<file path="config.mk">
export PLATFORM = sky130hd
export DESIGN_NAME = multimode_shift_register
export DESIGN_NICKNAME = d
export VERILOG_FILES = /design/src/rtl/multimode_shift_register.sv
export SDC_FILE = /design/constraint.sdc
export NUM_CORES = 1
export LEC_CHECK = 0
export CAP_MARGIN = 40
export CORE_MARGIN = 8
export CORE_UTILIZATION = 54
export CTS_BUF_LIST = sky130_fd_sc_hd__clkbuf_4 sky130_fd_sc_hd__clkbuf_8
export DETAILED_ROUTE_END_ITERATION = 8
export PLACE_DENSITY = 0.86
export SYNTH_ARGS = -nofsm -noshare
export SYNTH_HDL_FRONTEND = slang
export SYNTH_SLANG_ARGS = --single-unit
</file>
<file path="constraint.sdc">
create_clock -name i_clk -period 3.87 [get_ports i_clk]
set_clock_uncertainty 0.05 [all_clocks]
set_input_delay 0.387 -clock i_clk [delete_from_list [all_inputs] [get_ports i_clk]]
set_output_delay 0.387 -clock i_clk [all_outputs]
set_load 0.1 [all_outputs]
</file>
<file path="src/rtl/multimode_shift_register.sv">
// Multi-mode shift register: holds an MSB-bit word and shifts it one bit per clock
// for i_amt steps (LSL/LSR/ASR/ROL/ROR), with a busy/done handshake to the datapath.
module multimode_shift_register #(
  parameter int MSB   = 16,
  parameter int AMT_W = 5
) (
  input  logic             i_clk,
  input  logic             i_rst_n,
  input  logic             i_clr,
  input  logic             i_load,
  input  logic [MSB-1:0]   din,
  input  logic             i_start,
  input  logic [2:0]       i_mode,
  input  logic [AMT_W-1:0] i_amt,
  input  logic             i_sin,
  output logic [MSB-1:0]   dout,
  output logic             o_sout,
  output logic             o_busy,
  output logic             o_done
);

  typedef enum logic {IDLE, SHIFT} state_t;

  state_t           state;
  logic [AMT_W-1:0] cnt;
  logic [2:0]       mode_q;

  // One single-bit step; result is {bit shifted out, new word}. Hold modes keep both.
  function automatic logic [MSB:0] shift_step(input logic [2:0]     mode,
                                              input logic [MSB-1:0] d,
                                              input logic           sin,
                                              input logic           sout);
    logic [MSB:0] r;
    case (mode)
      3'd0:    r = {d[MSB-1], d[MSB-2:0], sin};
      3'd1:    r = {d[0], sin, d[MSB-1:1]};
      3'd2:    r = {d[0], d[MSB-1], d[MSB-1:1]};
      3'd3:    r = {d[MSB-1], d[MSB-2:0], d[MSB-1]};
      3'd4:    r = {d[0], d[0], d[MSB-1:1]};
      default: r = {sout, d};
    endcase
    return r;
  endfunction

  always_ff @(posedge i_clk or negedge i_rst_n) begin
    if (!i_rst_n) begin
      state  <= IDLE;
      cnt    <= '0;
      mode_q <= '0;
      dout   <= '0;
      o_sout <= 1'b0;
      o_busy <= 1'b0;
      o_done <= 1'b0;
    end else begin
      o_done <= 1'b0;
      if (i_clr) begin
        // Abort: no done pulse follows a cleared operation.
        state  <= IDLE;
        cnt    <= '0;
        dout   <= '0;
        o_sout <= 1'b0;
        o_busy <= 1'b0;
      end else if (state == SHIFT) begin
        {o_sout, dout} <= shift_step(mode_q, dout, i_sin, o_sout);
        cnt            <= cnt - AMT_W'(1);
        if (cnt == AMT_W'(1)) begin
          state  <= IDLE;
          o_busy <= 1'b0;
          o_done <= 1'b1;
        end
      end else if (i_load) begin
        dout <= din;
      end else if (i_start) begin
        mode_q <= i_mode;
        if (i_amt == '0) begin
          o_done <= 1'b1;
        end else begin
          cnt    <= i_amt;
          state  <= SHIFT;
          o_busy <= 1'b1;
        end
      end
    end
  end

endmodule
</file>
## Word level (Yosys, flattened, before mapping)

Cells that the tools add are included.

| word-level totals | value |
|---|---|
| output and inout port bits | 19 |
| register bits after elaboration | 28 |
| logic and storage cells | 64 |
| input port bits | 30 |

| operators by class | value |
|---|---|
| reduce and logical (&&, ||, !) cells | 12 |
| bitwise gates (word level) | 3 |
| eq/ne operators | 11 |
| $add $sub $neg | 1 |
| muxes and demuxes | 29 |

Operators by type and width:

| kind | count |
|---|---|
| case mux 17 bit (5 select lines) | 1 |
| two-way mux 16 bit | 3 |
| two-way mux 5 bit | 5 |
| two-way mux 1 bit | 20 |
| AND reduction 4 bit | 2 |
| != test 7 x 2 -> 1 bit (second input constant) | 1 |
| equality test 3 x 2 -> 1 bit (second input constant) | 2 |
| != test 3 x 2 -> 1 bit (second input constant) | 2 |
| != test 3 bit (second input constant) | 2 |
| != test 6 x 2 -> 1 bit (second input constant) | 1 |
| AND reduction 3 bit | 2 |
| nonzero test 3 bit | 2 |
| nonzero test 6 bit | 1 |
| equality test 5 x 1 -> 1 bit (second input constant) | 1 |
| logical NOT 5 bit | 1 |
| subtractor 5 x 1 -> 5 bit (second input constant) | 1 |
| AND reduction 2 bit | 2 |
| equality test 3 x 1 -> 1 bit (second input constant) | 1 |
| equality test 3 bit (second input constant) | 1 |
| logical NOT 3 bit | 1 |
| NOT 1 bit | 3 |
| nonzero test 2 bit | 1 |

## Depth between registers and ports, before layout

Gate-level depths: netlist of the first run.

| logic depth | value |
|---|---|
| word-level depth | 6 |
| mapped depth | 6 |
| mapped depth without buffers | 5 |

## Worst setup path after synthesis of the first run

No wires, ideal clock.

| path | value |
|---|---|
| kind | register to register |
| start point | register dout[14] |
| end point | register dout[15] |
| library setup time | 82 ps |
| buffers on the path | 0 |
| cell stages (with the launch flop) | 5 |
| path slack | 1900 ps |
| data arrival time | 1838 ps |
| cells stage by stage | dfrtp_1 -> o21ai_1 -> a2111oi_2 -> o311ai_1 -> a22oi_2 |

| on the way | value |
|---|---|
| longest elaborated chain between the ends | 3 |

Ends and longest elaborated chain:

| what | line | source |
|---|---|---|
| from (decl) | 16 | `output logic [MSB-1:0] dout,` |
| from (signal assigned) | 64 | `{o_sout, dout} <= shift_step(mode_q, dout, i_sin, o_sout);` |
| from (signal assigned) | 72 | `dout <= din;` |
| case mux 17 bit (5 select lines) | 34 | `case (mode)` |
| two-way mux 16 bit | 63 | `end else if (state == SHIFT) begin` |
| two-way mux 16 bit | 56 | `if (i_clr) begin` |

No other way between the ends.
A chain may end at the register's enable or synchronous reset.

## Worst setup path after layout of the first run

| path | value |
|---|---|
| start point | input i_load |
| end point | register dout[9] |

| on the way | value |
|---|---|
| longest elaborated chain between the ends | 2 |

Ends and longest elaborated chain:

| what | line | source |
|---|---|---|
| from (decl) | 10 | `input logic i_load,` |
| nonzero test 3 bit (no source line) | -- |  |
| AND reduction 2 bit (no source line) | -- |  |

No other way between the ends.

==> results.md, run 1 <==
- Clock share of power: a little under a fifth
- Via/cell ratio: slightly above 6
- Worst-case clock buffer depth: 2
- Vias after detailed routing: roughly 1700
- Number of flops mapped to enable cells by yosys: 0
- Final WL: about 5 mm
- Slowest-stage cell, CP: clkdlybuf4s50_1
- Die height: between 70 and 80 um
- Post-synthesis instance total: between 150 and 200
- Cts bufs inserted: 3
- Die ar.: roughly 5500 um^2
- Post-CTS setup repair buffer count: 0
- Routed Antenna Nets: 0
- Fmax: about 430 MHz
- Startpoint of the worst register-to-register path: state
- CTS tree: yes
- Worst-Margin Slew: roughly 0.63 ns
- Max-slew headroom: between 50% and 60%
- Period minus WS final: 2.32 ns
- Number of global-route vias before repair: around 1700
- Arrival time worst endpoint: 2.49 ns
- Core footprint: approximately 3300 um^2
- Ys async rst share: 100%
- Startpoint Class: input pin
- Slew Viols, Final: 0
- Fillers: ~200
- Leakage: 0.00107 uW
- Crit-path max FO: 20
- Worst setup EP type: register
- Synthesized flop and latch total: 28
- N_diodes: 0
- Req. time, crit path: 4.04 ns
- Starting density of the core: a little under three fifths
- Sw Ratio: 39.6%
- Clock latency on the worst-skew pair: 0.33 ns
- First-pass GRT wire length: around 8.4 mm
- Cells on worst reg2reg path: 4
- Part of the power in registers: between 30% and 40%
- Finish-stage setup viols: 0
- Drt drc: 0
- H-tree Lvls: 1
- YS warnings: 0
- Grt ovf: 0
- Max Cap Violations: 0
- Routability cong.: roughly 0.82
- Post-synth cell types: 42
- Avg Cell Area, Syn: 10.4 um^2
- Cell internal pwr: approximately 640 uW
- Initial DRC Count: roughly 130
- Reg2reg setup slack: approximately 1.7 ns
- Setup TNS: 0 ns
- Commonest non-fill, non-tap cell in the layout: clkdlybuf4s50_1
- Critical Path, Cell by Cell: clkdlybuf4s50_1, or2_2, a21oi_2, or3_4, o21ai_1
- Root Driver: clkbuf_4
- Hold-fix buffers, CTS: 0
- Commonest cells after routing, fill and taps aside: clkdlybuf4s50_1 (48), dfrtp_1 (28), buf_8 (20)
- FF-to-FF End: dout[9]
- Share of cells above drive strength 1: roughly a fifth
- Clock transition at path regs: 0.15 ns
- Die W: 74.1 um
- Post-synthesis sequential area ratio: between 30 and 40%
- Status: complete, no violations
- Input/output buffers: 48
- Tot Pwr: 1060 uW
- Gate power share: approximately 45%
- Crit Path Category: input pin to register
- Post-CTS Resized: 0
- Top_reg_cell synth: dfrtp_1
- Row Count: 21
- All-Layer GR Usage: about a fifth
- Net Count, Synth: between 200 and 250
- Layout net count: between 200 and 300
- Initial antenna violation count: 0
- Largest net degree at the start of global routing: 29
- Mapped Area: 1820 um^2
- Final period utilization: around 60%
- Hold Vio Cnt, Final: 0
- Hold WC Path Type: input pin to asynchronous set/reset pin
- Average wire per standard cell: between 15 and 20 um
- Net Sw Power: approximately 420 uW
- CP max stage delay: about 0.7 ns
- Drt first pass iters: 4
- RSZ-0062 raised after global routing: no
- TritonCTS Sinks: 28
- Hold WS: between 0.3 and 0.4 ns
- Post-DP HPWL: 3.89 mm
- PwrDens: 400 nW/um^2
- I/O pin count: 49
- Layout overhead on the synthesized area: 44.9%
- VDD IR max: 0.000217 V
-- per-stage QoR --
stage / util [%] / cell area (um^2) / setup WS, ns / cells
after floorplan: - / 1820 / 1.90 / 175
after global placement: 69.3 / 2280 / 1.28 / 256
after detailed placement: 78.8 / 2590 / 1.21 / 277
after CTS: 80.4 / 2640 / 1.59 / 281
after global routing: 80.4 / 2640 / 1.40 / 281
final: 80.4 / 2640 / 1.55 / 281
-- worst max-delay path by stage --
stage / startpoint / endpoint / slack, ns / cells after the start
3_5_place_dp: i_load / dout[2] / 1.21 / 5
6_report: i_load / dout[9] / 1.55 / 5
3_3_place_gp: i_load / dout[14] / 1.28 / 5
4_1_cts: i_load / dout[9] / 1.59 / 5
5_1_grt: i_load / dout[3] / 1.40 / 5
2_1_floorplan: dout[14] / dout[15] / 1.90 / 4
-- metal layers --
| metal | vias up | wire, um | GRT usage (%) |
|---|---|---|---|
| met5 | - | 0 | 0 |
| met4 | 0 | 155 | 9.76 |
| met3 | 15 | 267 | 2.83 |
| met2 | 55 | 2540 | 31.5 |
| met1 | 845 | 2140 | 24.3 |
| li1 | 794 | - | - |
-- worst max-delay path: cells and delay by family --
kind	cells	cell delay (ns)
buffers and inverters	1	0.68
AOI/OAI and AO/OA	2	0.66
and+or+nand+nor	2	0.76
-- kinds of logic after synthesis --
group	after synthesis	synth area share, %
AO/OA/AOI/OAI	63	24.0
XOR/XNOR	5	2.40
adder cells (fa/ha/maj)	2	1.37
buffers and inverters	20	6.46
flip-flops	28	38.5
multiplexers	23	13.0
AND/OR/NAND/NOR	34	14.4
-- cells in the mapped netlist (2+ instances only) --
master,n,area share [%]
inv_1,5,1.0
xor2_1,3,1.4
a21oi_1,18,4.9
nor4bb_1,15,8.2
o21ai_1,14,3.8
nor4b_1,2,0.96
a221oi_1,4,1.9
ha_1,2,1.4
dfrtp_1,28,38
clkbuf_1,4,0.82
mux2i_1,18,9.9
mux2_2,5,3.1
nand2_1,3,0.62
nor3_1,3,0.82
nor2_1,5,1.0
o21ai_0,7,1.9
buf_2,4,1.1
buf_4,4,1.6
a211oi_1,2,0.82
buf_6,3,1.9
xnor2_1,2,0.96
a211oi_2,4,2.7
-- power by group through the flow --
stage	Clock, uW	Combinational [uW]	Sequential [uW]
floorplan	0	232	476
global placement	0	396	388
detailed placement	0	477	391
CTS	196	479	385
global route	205	504	393
finish	192	477	386
-- sequential cells by signal (all words and copies together), names as in the netlist --
name	count
o_busy	1
mode_q	3
cnt	5
state	1
dout	16
o_done	1
o_sout	1
-- cell type report --
class / instances / area (um^2) / area share (%)
Sequential cell: 28 / 701 / 26.5
Timing Repair Buffer: 71 / 807 / 30.6
Inverter: 5 / 18.8 / 0.711
Multi-Input combinational cell: 127 / 1000 / 38.0
Clock inverter: 1 / 30.0 / 1.14
Tap cell: 46 / 57.6 / 2.18
Clock buffer: 3 / 22.5 / 0.853
(Power assumes the default switching activity.)
==> inputs of run 2 (changes only) <==
--- a/config.mk
+++ b/config.mk
@@ -7,10 +7,10 @@
 export LEC_CHECK = 0
 export CAP_MARGIN = 40
 export CORE_MARGIN = 8
-export CORE_UTILIZATION = 54
+export CORE_UTILIZATION = 50
 export CTS_BUF_LIST = sky130_fd_sc_hd__clkbuf_4 sky130_fd_sc_hd__clkbuf_8
 export DETAILED_ROUTE_END_ITERATION = 8
-export PLACE_DENSITY = 0.86
+export PLACE_DENSITY = 0.8
 export SYNTH_ARGS = -nofsm -noshare
 export SYNTH_HDL_FRONTEND = slang
 export SYNTH_SLANG_ARGS = --single-unit
==> constraint.sdc (replaced) <==
create_clock -name i_clk -period 2.2 [get_ports i_clk]
set_clock_uncertainty 0.05 [all_clocks]
set_input_delay 0.22 -clock i_clk [delete_from_list [all_inputs] [get_ports i_clk]]
set_output_delay 0.22 -clock i_clk [all_outputs]
set_load 0.1 [all_outputs]
==> results.md, run 2 (synthesis results as in run 1) <==
- Hold Vio Cnt, Final: 0
- Input/output buffers: 48
- Hold-fix buffers, CTS: 0
- Req. time, crit path: between 2 and 2.5 ns
- Stages on worst setup path: 5
- Max-slew headroom: roughly 65%
- CP max stage delay: roughly 0.49 ns
- Die ar.: 5830 um^2
- Final period utilization: between 70% and 80%
- FF-to-FF End: dout[14]
- Critical path launch point: mode_q[1]
- Setup WS pre-CTS: slightly below 0.3 ns
- Starting density of the core: about half
- Max reg flops: 16
- Global-route track usage on met2: 24.3%
- First-pass GRT wire length: 7.99 mm
- Clock share of power: ~15%
- Commonest cells after routing, fill and taps aside: clkdlybuf4s50_1 (29), buf_4 (29), dfrtp_1 (28)
- Drt drc: 0
- Core Util, Final: 65.5%
- Cells on worst reg2reg path: 5
- Top flop regs: dout: 16 flops, cnt: 5 flops, mode_q: 3 flops
- Period minus WS final: around 1.7 ns
- CTS tree: yes
- Startpoint Class: register
- Crit Path Category: register to register
- Fmax: approximately 600 MHz
- H-tree Lvls: 1
- CP bufs+invs: 1
- Layout net count: between 200 and 300
- Status: complete, no violations
- Critical Path, Cell by Cell: buf_4, o211ai_2, a21oi_2, or3_4, o21ai_0
- Hold WC Path Type: input pin to asynchronous set/reset pin
- Die W: around 76 um
- Row Count: 22
- Largest net degree at the start of global routing: 29
- Arrival time worst endpoint: around 1.9 ns
- All-Layer GR Usage: between 10% and 20%
- RSZ-0062 raised after global routing: no
- Gate power share: a little under half
- Routed Antenna Nets: 0
- Initial DRC Count: ~140
- Core footprint: roughly 3600 um^2
- Cts bufs inserted: 3
- Slowest-stage cell, CP: dfrtp_1
- Post-route setup slack: around 0.49 ns
- Clock transition at path regs: ~0.15 ns
- Sw Ratio: 41.9%
- N_diodes: 0
- Grt ovf: 0
- Met3 track demand over resource: under 10%
- I/O pin count: between 40 and 50
- Layer with the highest usage: met2
- Top delay family on crit path: flip-flops
- Cell internal pwr: approximately 980 uW
- Root Driver: clkbuf_4
- PwrDens: around 700 nW/um^2
- Average wire per standard cell: 17.0 um
- TritonCTS Sinks: 28
- Part of the power in registers: 37.5%
- Post-DP HPWL: approximately 3.5 mm
- Layout overhead on the synthesized area: 28.6%
- Routability cong.: about 0.84
- Via/cell ratio: 5.93
- Die height: approximately 76 um
- Setup TNS: 0 ns
- Drt first pass iters: 4
- Max Cap Violations: 0
- Worst-Margin Slew: between 0.5 and 0.6 ns
- CP endpoint: dout[14]
- Post-CTS Resized: 0
- Met1 Usage GRT: between 20% and 30%
- Worst-case clock buffer depth: 2
- Tot Pwr: roughly 1700 uW
- Clock latency on the worst-skew pair: approximately 0.32 ns
- Post-CTS setup repair buffer count: 0
- VDD IR max: between 0.0004 and 0.0005 V
- Vias after detailed routing: roughly 1600
- Finish-stage setup viols: 0
- Share of cells above drive strength 1: 23.3%
- Startpoint of the worst register-to-register path: mode_q[1]
- Reg2reg setup slack: between 0.4 and 0.5 ns
- Leakage: 0.000991 uW
- Crit-path max FO: 15
- Initial antenna violation count: 0
- Top reg by flops: dout
- Final WL: 4.60 mm
- Worst setup EP type: register
- Slew Viols, Final: 0
- Number of global-route vias before repair: about 1600
- Net Sw Power: around 700 uW
## run 2: cell count changes in the layout (fill, tap and decap cells not counted), sizes merged
| cell | change |
|---|---|
| clkdlybuf4s50 | -19 |
| clkbuf | +1 |
| buf | +7 |
| bufinv | -1 |
## run 2: through the flow
step                      instances  hold WS [ns]  instance area, um^2
after floorplan                 175        -0.126                 1820
after global placement          266         0.486                 2290
after detailed placement        267         0.492                 2310
after CTS                       271         0.221                 2340
after global routing            271         0.236                 2340
final                           271         0.212                 2340
## run 2: per-layer routing
metal / share of wire (%) / wire (um)
met1: 47 / 2150
met5: 0 / 0
met3: 6.3 / 290
met2: 46 / 2120
met4: 0.80 / 37
## run 2: cell type report
class                   count  area, um^2
fillers                   317        1240
multi-input cells         127        1000
flip-flops and latches     28         701
repair buffers             59         523
well taps                  48        60.1
clock buffers               4        36.3
inverters                   5        18.8
## run 2: how the worst min path moves through the flow
stage                 start        to  slack, ns
floorplan           i_rst_n    cnt[0]      -0.13
global placement     cnt[0]    cnt[0]       0.49
detailed placement   cnt[0]    cnt[0]       0.49
CTS                 i_rst_n  dout[11]       0.22
global route        i_rst_n   dout[9]       0.24
finish              i_rst_n  dout[11]       0.21
## run 2: worst register-to-register path: cells and delay by family (launching register included)
| family | cells | cell delay [ns] |
|---|---|---|
| AO/OA/AOI/OAI | 3 | 0.45 |
| buffers and inverters | 1 | 0.21 |
| AND/OR/NAND/NOR | 1 | 0.44 |
| flip-flops | 1 | 0.49 |
## run 2: power groups by stage
stage / registers [uW] / clock network (uW) / logic, uW
final: 631 / 248 / 802
after global routing: 639 / 281 / 857
after CTS: 630 / 259 / 805
after detailed placement: 640 / 0 / 802
after global placement: 636 / 0 / 769
after floorplan: 837 / 0 / 407
